<file path="src/rtl/cache_lru_tree.sv">
`default_nettype none
// ============================================================================
// Module      : cache_lru_tree
// Description : Tree pseudo-LRU replacement state for a set-associative cache.
//               Optional same-set write-to-read forwarding: CACHE_LRU_BYPASS_EN.
// Revision    : 1.0 - initial release
// ============================================================================
module cache_lru_tree #(
    parameter  int NUM_WAYS     = 4,
    parameter  int NUM_SETS     = 16,
    localparam int NUM_WAYS_LOG = $clog2(NUM_WAYS),
    localparam int NUM_SETS_LOG = $clog2(NUM_SETS)
) (
    input  logic                    clk,
    input  logic                    rst_n,
    output logic                    init_done,
    input  logic                    access_en,
    input  logic [NUM_SETS_LOG-1:0] access_set,
    input  logic                    update_en,
    input  logic [NUM_WAYS_LOG-1:0] update_way_idx,
    input  logic                    fill_en,
    input  logic [NUM_SETS_LOG-1:0] fill_set,
    output logic [NUM_WAYS_LOG-1:0] fill_way_idx
);

    localparam int c_NUM_NODES = NUM_WAYS - 1;

    typedef enum logic [0:0] {
        ST_INIT = 1'b0,
        ST_RUN  = 1'b1
    } state_t;

    // Flags are padded to NUM_WAYS bits so a NUM_WAYS_LOG-bit node index
    // exactly spans the vector; the top bit is never a real node.
    function automatic logic [NUM_WAYS_LOG-1:0] plru_victim(
        input logic [c_NUM_NODES-1:0] flags
    );
        logic [NUM_WAYS-1:0]     f;
        logic [NUM_WAYS_LOG-1:0] node;
        logic [NUM_WAYS_LOG-1:0] way;
        logic                    b;
        f    = {1'b0, flags};
        node = '0;
        way  = '0;
        for (int lvl = 0; lvl < NUM_WAYS_LOG; lvl++) begin
            b    = f[node];
            way  = (way << 1) | NUM_WAYS_LOG'(b);
            node = NUM_WAYS_LOG'((32'(node) << 1) + 32'd1 + 32'(b));
        end
        return way;
    endfunction

    function automatic logic [c_NUM_NODES-1:0] plru_touch(
        input logic [c_NUM_NODES-1:0]  flags,
        input logic [NUM_WAYS_LOG-1:0] way
    );
        logic [NUM_WAYS-1:0]     f;
        logic [NUM_WAYS_LOG-1:0] node;
        logic [NUM_WAYS_LOG-1:0] w;
        logic                    b;
        f    = {1'b0, flags};
        node = '0;
        w    = way;
        for (int lvl = 0; lvl < NUM_WAYS_LOG; lvl++) begin
            b       = w[NUM_WAYS_LOG-1];
            f[node] = ~b;
            w       = w << 1;
            node    = NUM_WAYS_LOG'((32'(node) << 1) + 32'd1 + 32'(b));
        end
        return f[c_NUM_NODES-1:0];
    endfunction

    logic [c_NUM_NODES-1:0]  r_mem [NUM_SETS];

    state_t                  r_state;
    state_t                  w_state_nxt;
    logic [NUM_SETS_LOG-1:0] r_init_cnt;
    logic                    r_init_done;
    logic                    r_pend_fill;
    logic [NUM_SETS_LOG-1:0] r_wr_set;
    logic [c_NUM_NODES-1:0]  r_rd_flags;
    logic [NUM_WAYS_LOG-1:0] r_fill_way;

    logic                    w_init_last;
    logic                    w_run;
    logic                    w_rd_en;
    logic [NUM_SETS_LOG-1:0] w_rd_set;
    logic [c_NUM_NODES-1:0]  w_rd_flags;
    logic                    w_wr_en;
    logic [NUM_WAYS_LOG-1:0] w_touch_way;
    logic [c_NUM_NODES-1:0]  w_wr_flags;

    always_comb begin
        w_state_nxt = r_state;
        w_init_last = (r_init_cnt == NUM_SETS_LOG'(NUM_SETS - 1));
        case (r_state)
            ST_INIT: if (w_init_last) w_state_nxt = ST_RUN;
            ST_RUN:  w_state_nxt = ST_RUN;
            default: w_state_nxt = ST_INIT;
        endcase
    end

    always_comb begin
        w_run       = (r_state == ST_RUN);
        w_rd_en     = w_run & (access_en | fill_en);
        w_rd_set    = fill_en ? fill_set : access_set;
        // A pending fill owns the write slot; update_en is dropped then.
        w_wr_en     = w_run & (r_pend_fill | update_en);
        w_touch_way = r_pend_fill ? r_fill_way : update_way_idx;
        w_wr_flags  = plru_touch(r_rd_flags, w_touch_way);
    end

`ifdef CACHE_LRU_BYPASS_EN
    assign w_rd_flags = (w_wr_en && (w_rd_set == r_wr_set)) ? w_wr_flags : r_mem[w_rd_set];
`else
    assign w_rd_flags = r_mem[w_rd_set];
`endif

    always_ff @(posedge clk) begin
        if (r_state == ST_INIT) begin
            r_mem[r_init_cnt] <= '0;
        end else if (w_wr_en) begin
            r_mem[r_wr_set] <= w_wr_flags;
        end
    end

    always_ff @(posedge clk or negedge rst_n) begin
        if (!rst_n) begin
            r_state     <= ST_INIT;
            r_init_cnt  <= '0;
            r_init_done <= 1'b0;
            r_pend_fill <= 1'b0;
            r_wr_set    <= '0;
            r_rd_flags  <= '0;
            r_fill_way  <= '0;
        end else begin
            r_state     <= w_state_nxt;
            r_init_done <= (w_state_nxt == ST_RUN);
            r_pend_fill <= w_rd_en & fill_en;
            if (r_state == ST_INIT) begin
                r_init_cnt <= r_init_cnt + NUM_SETS_LOG'(1);
            end
            // Victim is computed for every lookup, so an access also exposes it.
            if (w_rd_en) begin
                r_rd_flags <= w_rd_flags;
                r_wr_set   <= w_rd_set;
                r_fill_way <= plru_victim(w_rd_flags);
            end
        end
    end

    assign init_done    = r_init_done;
    assign fill_way_idx = r_fill_way;

endmodule
`default_nettype wire

</file>
<file path="config.mk">
export PLATFORM = sky130hd
export DESIGN_NAME = cache_lru_tree
export DESIGN_NICKNAME = d
export VERILOG_FILES = /design/src/rtl/cache_lru_tree.sv
export SDC_FILE = /design/constraint.sdc
export NUM_CORES = 1
export LEC_CHECK = 0
export CAP_MARGIN = 0
export CORE_UTILIZATION = 24
export CTS_BUF_LIST = sky130_fd_sc_hd__clkbuf_2 sky130_fd_sc_hd__clkbuf_4 sky130_fd_sc_hd__clkbuf_8
export DETAILED_ROUTE_END_ITERATION = 10
export PLACE_DENSITY_LB_ADDON = 0.05
export SETUP_SLACK_MARGIN = 0.4
export SYNTH_ARGS = -nofsm -noshare
export SYNTH_HDL_FRONTEND = slang
export SYNTH_SLANG_ARGS = --single-unit
</file>
<file path="constraint.sdc">
create_clock -name clk -period 5 [get_ports clk]
set_clock_uncertainty 0.2 [all_clocks]
set_input_delay 0.5 -clock clk [delete_from_list [all_inputs] [get_ports clk]]
set_output_delay 0.5 -clock clk [all_outputs]
set_load 0.005 [all_outputs]
</file>
==> results of run 1 <==
[cells in the mapped netlist, types with 2 or more instances]
master / instances / share of area (%)
nor2b_1: 2 / 0.46
mux2i_1: 6 / 2.2
a31oi_1: 4 / 0.92
edfxtp_1: 48 / 53
inv_1: 6 / 0.83
o32ai_1: 2 / 0.64
o21ai_0: 3 / 0.55
a21oi_1: 3 / 0.55
nand2b_1: 2 / 0.46
o22ai_1: 2 / 0.46
clkbuf_1: 4 / 0.55
nor2_1: 20 / 2.8
mux4_1: 12 / 12
nor3_1: 3 / 0.55
nand4_1: 2 / 0.46
dfrtp_1: 14 / 13
xnor2_1: 3 / 0.96
buf_6: 2 / 0.83
nand2_1: 15 / 2.1
nor3b_1: 3 / 0.83
mux2_2: 7 / 2.9
[cell type report]
class	count	share of cell area [%]
clock inverters	6	1.67
multi-input cells	100	27.0
inverters	6	0.699
flip-flops and latches	62	55.6
well taps	140	5.43
repair buffers	19	5.75
clock buffers	9	3.84
[flip-flops by register name, indices dropped and copies added (netlist names)]
register and flops:
r_pend_fill 1, r_wr_set 4, r_init_cnt 4, init_done 1
fill_way_idx 1, r_rd_flags 3, r_mem 48
[power breakdown]
part / total (uW) / switching [uW] / internal (uW)
Sequential: 613 / 13.0 / 600
Combinational: 138 / 81.8 / 56.4
Clock: 416 / 195 / 221
Total: 1170 / 290 / 878
[cell families (layout without fill, tap and decap cells)]
| logic type | after synthesis | after routing | synth area share, % |
|---|---|---|---|
| AO/OA/AOI/OAI | 19 | 19 | 4.50 |
| adder cells (fa/ha/maj) | 1 | 1 | 0.459 |
| AND/OR/NAND/NOR | 51 | 51 | 8.71 |
| flip-flops | 62 | 62 | 65.7 |
| XOR/XNOR | 3 | 3 | 0.963 |
| multiplexers | 26 | 26 | 17.2 |
| buffers and inverters | 13 | 40 | 2.48 |
[layer usage]
layer	share of wire (%)	wire, um
met1	47	3050
met2	48	3100
met3	3.7	239
met4	1.6	106
met5	0	0
[metrics by stage]
stage / area (um^2) / worst slack [ns]
global placement: 3040 / 1.97
global route: 3220 / 2.17
detailed placement: 3040 / 1.93
CTS: 3220 / 2.28
floorplan: 2730 / 2.73
finish: 3220 / 2.27
[worst min path at each step]
stage | from | depth (start not counted) | end | slack, ns
after floorplan | rst_n | 0 | fill_way_idx[0] | 0.004
after global placement | r_rd_flags[2] | 1 | r_rd_flags[2] | 0.30
after detailed placement | r_rd_flags[2] | 1 | r_rd_flags[2] | 0.30
after CTS | r_rd_flags[2] | 1 | r_rd_flags[2] | 0.31
after global routing | r_rd_flags[2] | 1 | r_rd_flags[2] | 0.32
final | r_rd_flags[2] | 1 | r_rd_flags[2] | 0.32
==> impl_metrics.py, run 1 <==
metrics = {
    "critical_path": {
        "crit_family": "multiplexers",
        "endpoint": "r_rd_flags[0]",
        "worstPathCellList": "clkdlybuf4s50_1 > mux2_4 > mux4_1 > nand2_1 > nand4_2 > mux2_2",
        "r2r_start": "init_done",
        "r2r_setup_slack_ns": 2.67,
        "cpMaxStageDelayCell": "clkdlybuf4s50_1",
        "cp_num_cells": 6,
        "critPathMaxFanout": 13,
        "r2r.worst_path.cells": 3,
        "critPathMaxStageDelay_ns": 0.68,
        "worstSetupStartpoint": "fill_en",
        "cp-end-kind": "register",
        "cp_data_arrival_time_ns": 2.75,
        "worst_setup_path_start_kind": "primary input",
        "path_class": "primary input to register",
        "reg2reg_to": "r_mem[15][2]",
        "path_buf_inv": 1,
        "critPathRequiredTime_ns": 5.02,
    },
    "synthesis": {
        "yosysSeqAreaShare_pct": 65.7,
        "synthArstFlopShare_pct": 22.6,
        "ys_types": 33,
        "syn-cell-area_um2": 2730,
        "ys.flop_type": "edfxtp_1",
        "syn_area_per_cell_um2": 15.6,
        "synth-edff-count": 48,
        "synth_nets": 191,
        "synthCells": 175,
        "ys_ff_latch": 62,
        "ys_warn_count": 0,
    },
    "global_route": {
        "met1_usage_pct": 15.9,
        "use_met3_pct": 3.19,
        "antenna_found_initial": 0,
        "first_global_vias": 1661,
        "grt_pass1_wl_mm": 9.96,
        "grtUsageTotal_pct": 12.3,
        "grt_max_degree": 17,
        "busiest_layer": "met2",
        "grt_overflow": 0,
        "grtUsageMet2_pct": 19.3,
    },
    "pwr": {
        "peakVddDrop_v": 0.0000981,
        "total_power_uw": 1170,
        "power.leakage_uw": 0.00112,
        "power.density_nw_per_um2": 362,
    },
    "final_layout": {
        "final-seq-area_um2": 1790,
        "layout_common_cells": "edfxtp_1 (48), nor2_1 (20), clkdlybuf4s50_1 (17)",
        "area_delta_synth_final_pct": 18.2,
        "layout_commonest_cell": "edfxtp_1",
        "fillers": 1115,
        "utilization_pct": 29.5,
        "drive_gt1_share_pct": 12.4,
        "multi_input_area_um2": 871,
        "diodes": 0,
        "final_cells": 342,
        "final_nets": 214,
    },
    "route": {
        "ant_nets": 0,
        "firstDrtPassIters": 4,
        "post_drt_wl_per_cell_um": 19.0,
        "vias_per_cell": 4.63,
        "post-route-drc-count": 0,
        "dr_total_vias": 1583,
        "drt_first_iter_violations": 66,
        "routed_wl_mm": 6.49,
    },
    "timing": {
        "grt_setup_unrepaired": "false",
        "period_needed_ns": 2.73,
        "fmax_mhz": 367,
        "tightestPinTransition_ns": 1.12,
        "period_share_pct": 54.5,
        "finalMaxSlewViolations": 0,
        "setup_violations": 0,
        "fin_setup_tns_ns": 0,
        "finalHoldViolations": 0,
        "hold_ws_ns": 0.315,
        "slew_headroom_pct": 24.8,
    },
    "floorplanning": {
        "die_h_um": 109,
        "start_util_pct": 24.9,
        "rows": 38,
        "fp.dieW_um": 109,
        "coreArea_um2": 10900,
        "ios": 18,
        "dieArea_um2": 11800,
    },
    "clock_network": {
        "ctsHoldBuffers": 0,
        "clk_latency_ns": 0.34,
        "cts_buffers": 9,
        "htreeDepth": 3,
        "cts_sinks": 62,
        "clockBufferDepth": 2,
        "cts_tree": "built",
        "root_buffer": "clkbuf_8",
        "postCtsSetupRepairBufs": 0,
        "cts_resized": 0,
        "clk_pin_slew_ns": 0.06,
    },
    "placement": {
        "hpwl_mm": 4.60,
        "place.gp.congestion": 0.725,
        "numPortBuffers": 17,
        "dp.cells": 327,
    },
    "run": {
        "drv_cap": 0,
    },
    "hold_path": {
        "hold_path_class": "register to register",
    },
    "run_status": {
        "outcome": "complete, no violations",
    },
}
Note: power is estimated with default switching activity, not from simulation.
==> inputs of run 2 (changes only) <==
clock period = 2.7 ns   (was 5 ns; I/O delays follow)
==> run 2 against run 1 <==
Against the previous run:
- clock-buffer cell count is the same
- highest routed layer unchanged
- core utilization rose by 0.89 points
- critical path type unchanged
- via count is 0.88% lower
==> impl_metrics.py, run 2 (same netlist as run 1, synthesis figures left out) <==
metrics = {
    "timing": {
        "finalHoldViolations": 0,
        "slew_headroom_pct": 51.8,
        "fin_setup_tns_ns": 0,
        "finalMaxSlewViolations": 0,
        "period_needed_ns": 2.20,
        "setup_violations": 0,
        "period_share_pct": 81.6,
        "tightestPinTransition_ns": 0.723,
        "fmax_mhz": 454,
        "hold_ws_ns": 0.130,
        "grt_setup_unrepaired": "true",
    },
    "final_layout": {
        "diodes": 0,
        "reg.largest.list": "r_mem x48, r_init_cnt x4, r_wr_set x4",
        "fillers": 1110,
        "area_delta_synth_final_pct": 21.7,
        "final-seq-area_um2": 1790,
        "multi_input_area_um2": 891,
        "final_nets": 219,
        "layout_common_cells": "edfxtp_1 (48), nor2_1 (18), clkdlybuf4s50_1 (16)",
        "largest_reg_flops": 48,
        "final_cells": 348,
        "layout_commonest_cell": "edfxtp_1",
        "drive_gt1_share_pct": 17.3,
        "largest_register": "r_mem",
    },
    "critical_path": {
        "worst_setup_path_start_kind": "primary input",
        "critPathMaxFanout": 7,
        "cp_data_arrival_time_ns": 2.23,
        "cp-end-kind": "register",
        "critPathRequiredTime_ns": 2.73,
        "path_class": "primary input to register",
    },
    "route": {
        "routed_wl_mm": 6.71,
        "vias_per_cell": 4.51,
        "post-route-drc-count": 0,
        "ant_nets": 0,
        "drt_first_iter_violations": 82,
        "firstDrtPassIters": 4,
        "dr_total_vias": 1569,
        "post_drt_wl_per_cell_um": 19.3,
    },
    "floorplanning": {
        "die_h_um": 109,
        "dieArea_um2": 11800,
        "rows": 38,
        "fp.dieW_um": 109,
        "ios": 18,
        "start_util_pct": 24.9,
        "coreArea_um2": 10900,
    },
    "clock_network": {
        "htreeDepth": 3,
        "clk_pin_slew_ns": 0.08,
        "root_buffer": "clkbuf_8",
        "cts_tree": "built",
        "ctsHoldBuffers": 0,
        "cts_sinks": 62,
        "cts_buffers": 9,
        "clockBufferDepth": 2,
        "clk_latency_ns": 0.35,
    },
    "global_route": {
        "grt_overflow": 0,
        "first_global_vias": 1678,
        "grtUsageTotal_pct": 12.8,
        "grt_max_degree": 17,
        "grt_pass1_wl_mm": 10.3,
        "antenna_found_initial": 0,
    },
    "pwr": {
        "power.density_nw_per_um2": 705,
        "peakVddDrop_v": 0.000275,
        "power.leakage_uw": 0.00117,
    },
    "placement": {
        "dp.cells": 331,
        "numPortBuffers": 17,
        "hpwl_mm": 4.64,
        "place.gp.congestion": 0.742,
    },
    "run": {
        "drv_cap": 0,
    },
    "run_status": {
        "outcome": "complete, no violations",
    },
    "hold_path": {
        "hold_path_class": "primary input to asynchronous set/reset pin",
    },
}
==> run 2: changes by cell type in the layout (fill, tap and decap cells not counted), moves of 2 or more <==
cell	change
nor2_2	+2
inv_6	+3
clkinv_1	-3
nor2_1	-2
buf_4	+4
==> run 2: layout make-up <==
class | count | share of cell area, %
sequential | 62 | 54.0
inverter | 6 | 0.678
clock inverter | 7 | 3.09
timing repair buffer | 23 | 6.44
multi-input combinational | 101 | 26.8
clock buffer | 9 | 3.73
tap | 140 | 5.28
==> run 2: worst paths after layout <==
path,startpoint,to,slack (ns),depth (start not counted)
max in group asynchronous,rst_n,fill_way_idx[0],1.73,1
worst min-delay path,rst_n,init_done,0.13,1
worst max register to register,r_pend_fill,r_mem[0][1],0.55,5
worst max-delay path,fill_set[0],r_rd_flags[0],0.50,6
min in group clk,r_rd_flags[2],r_rd_flags[2],0.34,1
worst min register to register,r_rd_flags[2],r_rd_flags[2],0.34,1
==> run 2: worst max-delay path, stage by stage <==
cell and delay (ns):
clkdlybuf4s50_1 0.51, mux2_4 0.29, mux4_1 0.62, nand2_1 0.13
nand4_2 0.13, mux2_2 0.28
==> run 2: power breakdown <==
group | leakage (uW) | internal (uW) | total, uW | switching [uW]
combinational | 0.000448 | 111 | 267 | 155
sequential | 0.000611 | 1110 | 1140 | 26.2
clock | 0.000111 | 531 | 940 | 409
==> run 2: metrics by stage <==
| step | utilization (%) | total power, uW | setup slack [ns] | cell area [um^2] |
|---|---|---|---|---|
| after floorplan | - | 1300 | 0.658 | 2730 |
| after global placement | 28.1 | 1420 | 0.0750 | 3070 |
| after detailed placement | 28.1 | 1430 | 0.0292 | 3070 |
| after CTS | 30.3 | 2370 | 0.457 | 3310 |
| after global routing | 30.4 | 2440 | 0.396 | 3320 |
| final | 30.4 | 2340 | 0.497 | 3320 |
==> run 2: metal layers <==
layer / part of all wire [%] / up-vias / track usage [%]
met3: 4.7 / 9 / 3.44
met4: 1.9 / 0 / 5.50
met2: 46 / 40 / 19.8
met5: 0 / - / 0
li1: - / 741 / -
met1: 47 / 779 / 16.6
==> run 2: repair_timing <==
item                                    in CTS  in global routing
gates resized for setup                      3                  1
cloned                                       1                  0
setup buffers                                0                  0
endpoints found under the setup margin      33                  9
==> inputs of run 3 (changes only) <==
clock period = 2 ns   (was 2.7 ns; I/O delays follow)
==> run 3 against run 2 <==
Against the previous run:
- core utilization rose by 6.8 points
- total power rose by 38%
- combinational power increased by 140%
- clock power increased by 11%
- critical path type is now register to register
- largest cell class unchanged
- highest routed layer unchanged
==> impl_metrics.py, run 3 (same netlist as run 1, synthesis figures left out) <==
metrics = {
    "hold_path": {
        "min_to": "r_pend_fill",
        "whs_path_depth": 3,
        "min_from": "fill_en",
        "hold_path_class": "primary input to register",
    },
    "clock_network": {
        "htreeDepth": 3,
        "clk_pin_slew_ns": 0.07,
        "cts_tree": "built",
        "clockBufferDepth": 2,
        "root_buffer": "clkbuf_8",
        "cts_buffers": 9,
        "cts_sinks": 62,
        "clk_latency_ns": 0.34,
    },
    "critical_path": {
        "cp-end-kind": "register",
        "cpMaxStageDelayCell": "dfrtp_2",
        "reg2reg_to": "r_mem[12][0]",
        "cp_data_arrival_time_ns": 1.70,
        "critPathRequiredTime_ns": 1.90,
        "critPathMaxStageDelay_ns": 0.44,
        "r2r_setup_slack_ns": 0.21,
        "crit_family": "buffers and inverters",
        "r2r.worst_path.cells": 7,
        "worstPathCellList": "o21ai_4 > buf_12 > buf_12 > nor3_4 > a31oi_4 > buf_12 > nor2_4",
        "critPathMaxFanout": 7,
        "crit_top_cell": "buf_12",
        "path_buf_inv": 3,
        "worst_setup_path_start_kind": "register",
        "path_class": "register to register",
        "r2r_start": "r_pend_fill",
    },
    "global_route": {
        "grt_overflow": 0,
        "antenna_found_initial": 0,
        "grt_max_degree": 17,
        "first_global_vias": 1989,
        "grtUsageTotal_pct": 14.1,
        "grt_pass1_wl_mm": 11.5,
    },
    "run_status": {
        "outcome": "complete, no violations",
    },
    "floorplanning": {
        "start_util_pct": 24.9,
        "die_h_um": 109,
        "fp.dieW_um": 109,
        "rows": 38,
        "ios": 18,
        "coreArea_um2": 10900,
        "dieArea_um2": 11800,
    },
    "final_layout": {
        "fin_area_um2": 4060,
        "final_nets": 258,
        "diodes": 0,
        "largest_register": "r_mem",
        "area_delta_synth_final_pct": 48.9,
        "layout_commonest_cell": "edfxtp_1",
        "drive_gt1_share_pct": 54.9,
        "final-seq-area_um2": 1790,
        "fillers": 1030,
        "reg.largest.list": "r_mem x48, r_init_cnt x4, r_wr_set x4",
        "largest_reg_flops": 48,
        "layout_common_cells": "edfxtp_1 (48), buf_4 (24), nor2_4 (18)",
        "multi_input_area_um2": 1210,
        "final_cells": 386,
    },
    "route": {
        "dr_total_vias": 1737,
        "post_drt_wl_per_cell_um": 19.3,
        "post-route-drc-count": 0,
        "firstDrtPassIters": 4,
        "ant_nets": 0,
        "vias_per_cell": 4.50,
        "drt_first_iter_violations": 54,
        "routed_wl_mm": 7.47,
    },
    "placement": {
        "place.gp.congestion": 0.691,
        "dp.cells": 353,
        "hpwl_mm": 5.26,
        "numPortBuffers": 17,
        "dpl_cell_area_um2": 3480,
    },
    "timing": {
        "setup_violations": 0,
        "fin_setup_tns_ns": 0,
        "fmax_mhz": 557,
        "slew_headroom_pct": 72.8,
        "period_share_pct": 89.7,
        "finalMaxSlewViolations": 0,
        "finalHoldViolations": 0,
        "tightestPinTransition_ns": 0.409,
        "grt_setup_unrepaired": "true",
        "period_needed_ns": 1.79,
    },
    "pwr": {
        "power.leakage_uw": 0.00143,
        "peakVddDrop_v": 0.000279,
        "power.density_nw_per_um2": 795,
    },
    "run": {
        "drv_cap": 0,
    },
}
## run 3: cell count changes in the layout (fill, tap and decap cells not counted), moves of 10 or more
| cell | previous run | this run |
|---|---|---|
| buf_4 | 6 | 24 |
| buf_12 | 0 | 11 |
| nor2_4 | 0 | 18 |
| mux4_1 | 12 | 0 |
| mux4_2 | 0 | 12 |
| nor2_1 | 18 | 0 |
| buf_6 | 0 | 10 |
## run 3: per-stage QoR
| stage | hold WS, ns | worst slack, ns | power (uW) | util, % |
|---|---|---|---|---|
| 2_1_floorplan | -0.296 | 0.0501 | 1830 | - |
| 3_3_place_gp | 0.301 | -0.581 | 2080 | 31.8 |
| 4_1_cts | 0.0166 | 0.200 | 3250 | 36.6 |
| 6_report | 0.0260 | 0.206 | 3230 | 37.2 |
| 5_1_grt | 0.0103 | 0.143 | 3360 | 37.2 |
| 3_5_place_dp | 0.311 | -0.639 | 2090 | 31.8 |
## run 3: worst min-delay path: cells and delay by family
family	cells	cell delay (ns)
buffers and inverters	2	0.22
AND/OR/NAND/NOR	1	0.11
## run 3: how the worst max path moves through the flow
stage / from / endpoint / cells past startpoint
after CTS: r_pend_fill / r_mem[2][0] / 6
after global placement: fill_en / r_rd_flags[0] / 6
after detailed placement: fill_en / r_rd_flags[0] / 6
final: r_pend_fill / r_mem[12][0] / 7
after global routing: init_done / r_mem[12][1] / 7
after floorplan: fill_en / r_rd_flags[0] / 7
## run 3: layer usage
| layer | share of wire, % | vias to the layer above | GRT usage, % | wire length (um) |
|---|---|---|---|---|
| met1 | 44 | 898 | 16.8 | 3270 |
| met2 | 52 | 24 | 24.6 | 3880 |
| met5 | 0 | - | 0 | 0 |
| met4 | 1.5 | 0 | 4.15 | 110 |
| met3 | 2.8 | 9 | 4.04 | 210 |
| li1 | - | 806 | - | - |
## run 3: report_power, final
group	internal, uW	leakage [uW]	switching (uW)
sequential	1500	0.000610	46.0
clock	563	0.0000810	482
combinational	328	0.000743	315
total	2390	0.00143	843
## run 3: final cells by class
cell class	count	area share [%]
Clock buffer	9	3.05
Inverter	6	0.554
Clock inverter	6	1.57
Timing Repair Buffer	62	16.5
Sequential cell	62	44.2
Tap cell	140	4.31
Multi-Input combinational cell	101	29.9
## run 3: repair_timing
item	CTS	global route
endpoints found under the hold margin	14	0
gates resized for setup	64	14
gates cloned	1	0
setup buffers	15	1
setup endpoints to repair	104	101
pin swaps	15	8
hold buffers	1	0
